File: src/rtl/img_streamer.sv
// Frame-buffer raster streamer: after a programmable idle gap, reads W*H pixels from base and forwards them as a contiguous valid burst.
// Optional IMG_STREAMER_COORD_EN adds pix_col/pix_row outputs aligned with img_dout_valid.
module img_streamer #(
  parameter int Img_Width  = 120,
  parameter int Img_Height = 100,
  parameter int Gap_Cycles = 1000,
  parameter int ADDR_W     = 20
) (
  input  logic              clk,
  input  logic              rst,
  input  logic              start,
  input  logic [ADDR_W-1:0] frame_base,
  output logic              mem_rd_en,
  output logic [ADDR_W-1:0] mem_addr,
  input  logic [7:0]        mem_rdata,
  output logic [7:0]        img_dout,
  output logic              img_dout_valid,
  output logic              busy,
  output logic              frame_done
`ifdef IMG_STREAMER_COORD_EN
  ,
  output logic [9:0]        pix_col,
  output logic [9:0]        pix_row
`endif
);

  typedef enum logic [2:0] {IDLE, GAP, STREAM, FLUSH, DONE} state_t;

  localparam logic [9:0]  COL_LAST = 10'(Img_Width - 1);
  localparam logic [9:0]  ROW_LAST = 10'(Img_Height - 1);
  localparam logic [15:0] GAP_LAST = 16'(Gap_Cycles - 1);

  state_t            state_q, state_d;
  logic              rd_en_q, rd_en_d;
  logic [ADDR_W-1:0] addr_q, addr_d;
  logic [15:0]       gap_q, gap_d;
  logic [9:0]        col_q, col_d;
  logic [9:0]        row_q, row_d;
  logic              valid_q, valid_d;
  logic [7:0]        hold_q, hold_d;
  logic              busy_q, busy_d;
  logic              done_q, done_d;
  logic [9:0]        pcol_q, pcol_d;
  logic [9:0]        prow_q, prow_d;

  always_comb begin
    state_d = state_q;
    rd_en_d = rd_en_q;
    addr_d  = addr_q;
    gap_d   = gap_q;
    col_d   = col_q;
    row_d   = row_q;
    busy_d  = busy_q;
    done_d  = 1'b0;
    valid_d = rd_en_q;
    hold_d  = valid_q ? mem_rdata : hold_q;
    pcol_d  = rd_en_q ? col_q : '0;
    prow_d  = rd_en_q ? row_q : '0;

    case (state_q)
      IDLE: begin
        if (start) begin
          busy_d = 1'b1;
          addr_d = frame_base;
          gap_d  = '0;
          col_d  = '0;
          row_d  = '0;
          if (Gap_Cycles == 0) begin
            state_d = STREAM;
            rd_en_d = 1'b1;
          end else begin
            state_d = GAP;
          end
        end
      end
      GAP: begin
        gap_d = gap_q + 16'd1;
        if (gap_q == GAP_LAST) begin
          state_d = STREAM;
          rd_en_d = 1'b1;
        end
      end
      STREAM: begin
        addr_d = addr_q + 1'b1;
        if (col_q == COL_LAST) begin
          col_d = '0;
          row_d = (row_q == ROW_LAST) ? '0 : row_q + 10'd1;
          if (row_q == ROW_LAST) begin
            state_d = FLUSH;
            rd_en_d = 1'b0;
          end
        end else begin
          col_d = col_q + 10'd1;
        end
      end
      FLUSH: begin
        state_d = DONE;
        done_d  = 1'b1;
      end
      DONE: begin
        state_d = IDLE;
        busy_d  = 1'b0;
      end
      default: state_d = IDLE;
    endcase
  end

  always_ff @(posedge clk or posedge rst) begin
    if (rst) begin
      state_q <= IDLE;
      rd_en_q <= 1'b0;
      addr_q  <= '0;
      gap_q   <= '0;
      col_q   <= '0;
      row_q   <= '0;
      valid_q <= 1'b0;
      hold_q  <= '0;
      busy_q  <= 1'b0;
      done_q  <= 1'b0;
      pcol_q  <= '0;
      prow_q  <= '0;
    end else begin
      state_q <= state_d;
      rd_en_q <= rd_en_d;
      addr_q  <= addr_d;
      gap_q   <= gap_d;
      col_q   <= col_d;
      row_q   <= row_d;
      valid_q <= valid_d;
      hold_q  <= hold_d;
      busy_q  <= busy_d;
      done_q  <= done_d;
      pcol_q  <= pcol_d;
      prow_q  <= prow_d;
    end
  end

  // mem_rdata is already the memory's registered output, so it passes through
  // while valid; hold_q keeps the last pixel visible between bursts.
  always_comb img_dout = valid_q ? mem_rdata : hold_q;

  assign mem_rd_en      = rd_en_q;
  assign mem_addr       = addr_q;
  assign img_dout_valid = valid_q;
  assign busy           = busy_q;
  assign frame_done     = done_q;
`ifdef IMG_STREAMER_COORD_EN
  assign pix_col        = pcol_q;
  assign pix_row        = prow_q;
`endif

endmodule

File: config.mk
export PLATFORM = sky130hd
export DESIGN_NAME = img_streamer
export DESIGN_NICKNAME = d
export VERILOG_FILES = /design/src/rtl/img_streamer.sv
export SDC_FILE = /design/constraint.sdc
export NUM_CORES = 1
export LEC_CHECK = 0
export CAP_MARGIN = 20
export CORE_ASPECT_RATIO = 1.75
export CORE_MARGIN = 1
export CORE_UTILIZATION = 48
export DETAILED_ROUTE_END_ITERATION = 12
export PLACE_DENSITY = 0.87
export SKIP_CTS_REPAIR_TIMING = 1
export SLEW_MARGIN = 25
export SYNTH_ARGS = -nofsm -noshare
export SYNTH_HDL_FRONTEND = slang
export SYNTH_SLANG_ARGS = --single-unit
File: constraint.sdc
create_clock -name clk -period 2.1 [get_ports clk]
set_input_delay 0.21 -clock clk [delete_from_list [all_inputs] [get_ports clk]]
set_output_delay 0.21 -clock clk [all_outputs]
set_load 0.05 [all_outputs]
==> flow_summary_export.csv, run 1 <==
group,metric,value,unit
placement,finalWeightedCongestion,0.885,
synth,synth_top_cell_by_area,"dfrtp_1",
final_layout,antenna_cells,0,
grt,grt_antenna_before_repair,0,
floorplanning,fp.dieW,68.2,um
timing,tns,0,ns
critical_path,rr_endpoint,"mem_addr[15]",
timing,rsz0062_at_grt,"false",
power_and_ir_drop,p_leak,0.00209,uW
final_layout,syn2layout_area_growth,34.0,%
synth,netlist_area,3680,um2
critical_path,end_kind,"flop",
critical_path,arrival,2.33,ns
drt,viasPerCell,6.38,
drt,first_pass_iters,5,
critical_path,required,2.37,ns
cts,cts_buffers,9,
worst_hold_path,worstHoldPathType,"in2async",
final_layout,n_fill_cell,522,
drt,remaining_drc_errors,0,
cts,ctsHtreeMaxLevel,3,
power_and_ir_drop,powerDensity,691,nW/um2
cts,clkLatencyLatePin,0.34,ns
outcome,status,"complete, no violations",
critical_path,r2r_cells,5,
drt,ant_nets,0,
synth,async_flop_share,100,%
grt,grt_max_degree,52,
cts,cts_root_buf,"clkbuf_16",
grt,grt_remaining_overflow,0,
final_layout,layout-drive-gt1-share,17.0,%
floorplanning,rows,41,
placement,dp_hpwl,6600,um
grt,track_usage,26.4,%
drt,wl_per_cell,17.6,um
critical_path,r2r_slack,0.04,ns
flow_run,cap_violations,0,
synth,synth-main-ff-cell,"dfrtp_1",
critical_path,r2r_start,"state_q[1]",
synth,yosys_register_bits,71,
critical_path,crit_buf_inv,1,
cts,cts_tree,"built",
timing,finalHoldViolations,0,
synth,synth_cells,377,
synth,ys_seq_area_share,48.2,%
timing,fin_crit_sh,97.9,%
timing,period_needed,2.06,ns
cts,clk_pin_slew,0.06,ns
timing,worst_pin_slew,0.517,ns
synth,syn_nets,412,
critical_path,path_class,"reg2reg",
floorplanning,die_area,8040,um2
cts,clock-sinks,71,
floorplanning,start_util,50.2,%
synth,synth_cell_types,59,
critical_path,start_kind,"flop",
synth,synth_warnings,0,
cts,clk_path_buf_depth,2,
final_layout,final_nets,495,
timing,slew_headroom,65.2,%
floorplanning,core-area,7340,um2
critical_path,worst_path_max_delay_cell,"or4_1",
grt,grt_pass1_vias,3480,
drt,num_vias,3516,
drt,totalWireLength,9710,um
synth,ys_top_cells_by_area,"dfrtp_1, nand2_1, nand3_1",
critical_path,max_stage_delay,0.51,ns
synth,synth.avg_cell_area,9.77,um2
floorplanning,die_h,118,um
timing,slew_violations,0,
critical_path,path_cells,"buf_4 > or3b_1 > or3_4 > or4_1 > nand3_1",
grt,grt_pass1_wl,16300,um
synth,yosysTopAreaCellShare,48.2,%
floorplanning,ios,63,
timing,fin_worst_skew,0.00595,ns
drt,first_iter_violations,337,
timing,setup-violations-final,0,
synth,synth_edf_count,0,
timing,worst_hold_slack,0.253,ns
timing,fmax,0.487,GHz
critical_path,worst-path-max-fanout,7,
placement,portBuffers,62,
power_and_ir_drop,vdd_drop_max,0.712,mV
critical_path,cp_top_family,"simple AND/OR/NAND/NOR gates",
worst reg2reg max path, stage by stage (launching register included):
cell	delay, ns
dfrtp_1	0.36
buf_4	0.15
or3b_1	0.42
or3_4	0.46
or4_1	0.51
nand3_1	0.09
logic make-up after synthesis:
family,after synthesis,synth area share (%)
adders and majority gates,4,1.36
DFF,71,48.2
xor gates and xnor gates,1,0.238
and+or+nand+nor,155,22.8
buffers and inverters,31,3.74
muxes,16,4.62
AOI/OAI and AO/OA,99,19.1
stage by stage:
step                total power [uW]  instances  util, %  cell area, um2  worst slack, ns
floorplan                       1460        377        -            3700          0.00277
global placement                1540        532     61.5            4510          -0.0220
detailed placement              1550        532     61.5            4510          -0.0804
CTS                             3420        548     66.6            4880          0.00400
global route                    3490        551     67.3            4940           0.0172
finish                          3410        551     67.3            4940           0.0448
flip-flops by register name, indices dropped and copies added (netlist names):
signal,count
gap_q,16
mem_rd_en,1
frame_done,1
row_q,10
col_q,10
busy,1
state_q,3
img_dout_valid,1
mem_addr,20
hold_q,8
routing by layer:
| metal | GRT usage [%] | part of all wire (%) | wire length (um) |
|---|---|---|---|
| met1 | 31.1 | 39 | 3760 |
| met5 | 0 | 0 | 0 |
| met3 | 4.46 | 4.5 | 435 |
| met4 | 12.2 | 2.9 | 282 |
| met2 | 44.5 | 54 | 5230 |
worst max path at each step:
stage                     slack, ns      endpoint        from  depth (start not counted)
final                          0.04  mem_addr[15]  state_q[1]                          5
after global routing           0.02  mem_addr[15]  state_q[1]                          5
after CTS                     0.004     gap_q[14]  state_q[0]                          4
after detailed placement      -0.08  mem_addr[10]       start                          5
after global placement        -0.02      row_q[5]       start                          5
after floorplan               0.003     gap_q[14]  state_q[1]                          6
area by class of cell:
type / instances / area (um2) / share of cell area [%]
flip-flops and latches: 71 / 1780 / 36.0
clock buffers: 9 / 225 / 4.56
well taps: 86 / 108 / 2.18
inverters: 11 / 41.3 / 0.836
repair buffers: 92 / 838 / 17.0
multi-input cells: 275 / 1800 / 36.5
clock inverters: 7 / 145 / 2.94
cells in the mapped netlist (all sizes together), types with 5 or more instances:
master,number
a21oi,11
a31oi,11
and3,11
buf,6
clkbuf,14
dfrtp,71
inv,11
mux2,8
mux2i,8
nand2,40
nand2b,5
nand3,26
nand4,14
nor2,15
nor3,10
nor4,7
o211ai,12
o21ai,18
o311ai,9
o31ai,8
or4,5
where the power goes:
group,internal [uW],switching [uW],total (uW),leakage (uW)
Combinational,71.5,66.3,138,0.00109
Sequential,1370,8.88,1380,0.000830
Clock,1280,608,1890,0.000176
layout by cell type (no fill, tap or decap), types with 8 or more instances in the layout:
master and count:
clkdlybuf4s50_1 54, clkbuf_16 9, mux2i_1 8, a31oi_1 10, nand2_1 39, o211ai_1 12
o21ai_0 17, a21oi_1 11, buf_4 37, o31ai_1 8, nor3_1 8, mux2_2 8
nand3_1 26, inv_1 10, dfrtp_1 71, nand4_1 14, o311ai_0 9, and3_1 11
nor2_1 14
No activity file was read; power rests on OpenSTA's default activity.
==> run 2: changes to the inputs <==
==> constraint.sdc (replaced) <==
create_clock -name clk -period 2.1 [get_ports clk]
set_input_delay 0.21 -clock clk [delete_from_list [all_inputs] [get_ports clk]]
set_output_delay 0.21 -clock clk [all_outputs]
set_load 0.005 [all_outputs]
==> flow_summary_export.csv, run 2 (synthesis results as in run 1) <==
group,metric,value,unit
drt,ant_nets,0,
outcome,status,"complete, no violations",
placement,dpl-instance-area,4540,um2
timing,period_needed,2.03,ns
timing,slew_violations,0,
critical_path,r2r_cells,5,
grt,grt_antenna_before_repair,0,
timing,timing.final.ws_setup,0.0716,ns
placement,portBuffers,62,
drt,first_iter_violations,245,
power_and_ir_drop,p_leak,0.00204,uW
critical_path,path_class,"reg2reg",
final_layout,n_fill_cell,583,
drt,totalWireLength,9610,um
cts,clock-sinks,71,
timing,finalHoldViolations,0,
critical_path,crit_buf_inv,1,
final_layout,fin_area,4840,um2
drt,viasPerCell,6.46,
final_layout,syn2layout_area_growth,31.4,%
final_layout,final_nets,492,
timing,setup-violations-final,0,
critical_path,worst_path_max_delay_cell,"or4_1",
final_layout,regArea,1780,um2
drt,num_vias,3534,
cts,cts_tree,"built",
power_and_ir_drop,powerDensity,591,nW/um2
final_layout,mostFrequentLayoutCells,"dfrtp_1, clkdlybuf4s50_1, nand2_1",
timing,worst_hold_slack,0.261,ns
drt,top_layer,"met4",
cts,cts_buffers,9,
floorplanning,ios,63,
critical_path,required,2.37,ns
timing,worst_pin_slew,0.611,ns
critical_path,r2r_start,"state_q[1]",
critical_path,worst-path-max-fanout,7,
timing,fmax,0.493,GHz
drt,wl_met2,5240,um
drt,routed-wl-met3,456,um
critical_path,end_kind,"flop",
final_layout,multi_input_area,1810,um2
cts,cts_root_buf,"clkbuf_16",
drt,drt-met1-wl,3590,um
floorplanning,start_util,50.2,%
timing,fin_worst_skew,0.00694,ns
drt,remaining_drc_errors,0,
cts,clk_pin_slew,0.06,ns
timing,fin_crit_sh,96.6,%
drt,first_pass_iters,5,
grt,grt_pass1_vias,3469,
critical_path,cp_top_family,"simple AND/OR/NAND/NOR gates",
cts,ctsHtreeMaxLevel,3,
floorplanning,core-area,7340,um2
grt,grt_pass1_wl,16100,um
final_layout,antenna_cells,0,
final_layout,layout-drive-gt1-share,14.3,%
floorplanning,fp.dieW,68.2,um
placement,finalWeightedCongestion,0.902,
drt,wl_per_cell,17.6,um
cts,clkLatencyLatePin,0.34,ns
final_layout,largest_reg_flops,20,
grt,track_usage,26.3,%
floorplanning,die_h,118,um
cts,clk_path_buf_depth,2,
critical_path,cp_num_cells,5,
power_and_ir_drop,vdd_drop_max,0.435,mV
critical_path,max_stage_delay,0.51,ns
timing,slew_headroom,59.1,%
critical_path,path_cells,"buf_4 > or3b_1 > or3_4 > or4_1 > nand3_1",
critical_path,critPathLaunch,"state_q[1]",
placement,dp_hpwl,6830,um
grt,grt_max_degree,28,
critical_path,arrival,2.30,ns
grt,grt_remaining_overflow,0,
placement,pre_cts_ws,-0.0614,ns
critical_path,start_kind,"flop",
floorplanning,rows,41,
worst_hold_path,worstHoldPathType,"in2async",
floorplanning,die_area,8040,um2
flow_run,cap_violations,0,
final_layout,layout_commonest_cell,"dfrtp_1",
==> run 2: cell types whose count changed in the layout (fill, tap and decap cells not counted), moves of 3 or more <==
cell and delta:
clkinv_2 +3, bufinv_16 -4, buf_4 -12, clkdlybuf4s50_1 +8
==> run 2: worst paths after layout <==
path	to	slack, ns
max reg2reg	mem_addr[15]	0.07
min reg2reg	img_dout_valid	0.41
max in group asynchronous	gap_q[15]	1.29
min in group clk	img_dout_valid	0.41
max	mem_addr[15]	0.07
min	gap_q[0]	0.26
==> run 2: area by class of cell <==
type	count	area share (%)
Clock buffer	9	4.65
Clock inverter	6	0.801
Sequential cell	71	36.7
Inverter	11	0.852
Multi-Input combinational cell	275	37.3
Tap cell	86	2.22
Timing Repair Buffer	89	17.5
==> run 2: per-layer routing <==
metal | global-route usage (%) | vias to the layer above
met2 | 44.4 | 136
met5 | 0 | -
met1 | 29.4 | 1749
met4 | 14.3 | 0
li1 | - | 1619
met3 | 5.43 | 30
==> run 2: per-stage QoR <==
step / total power, uW / instances / utilization [%] / setup TNS [ns]
after global routing: 2950 / 547 / 66.0 / -0.00946
after global placement: 1530 / 532 / 61.9 / -0.0129
after detailed placement: 1530 / 532 / 61.9 / -0.613
final: 2860 / 547 / 66.0 / 0
after CTS: 2880 / 547 / 65.5 / 0
after floorplan: 1440 / 377 / - / 0
==> run 2: power breakdown <==
part           internal, uW  switching, uW  total (uW)
clock                   786            572        1360
combinational          73.7           48.5         122
sequential             1370           9.12        1380
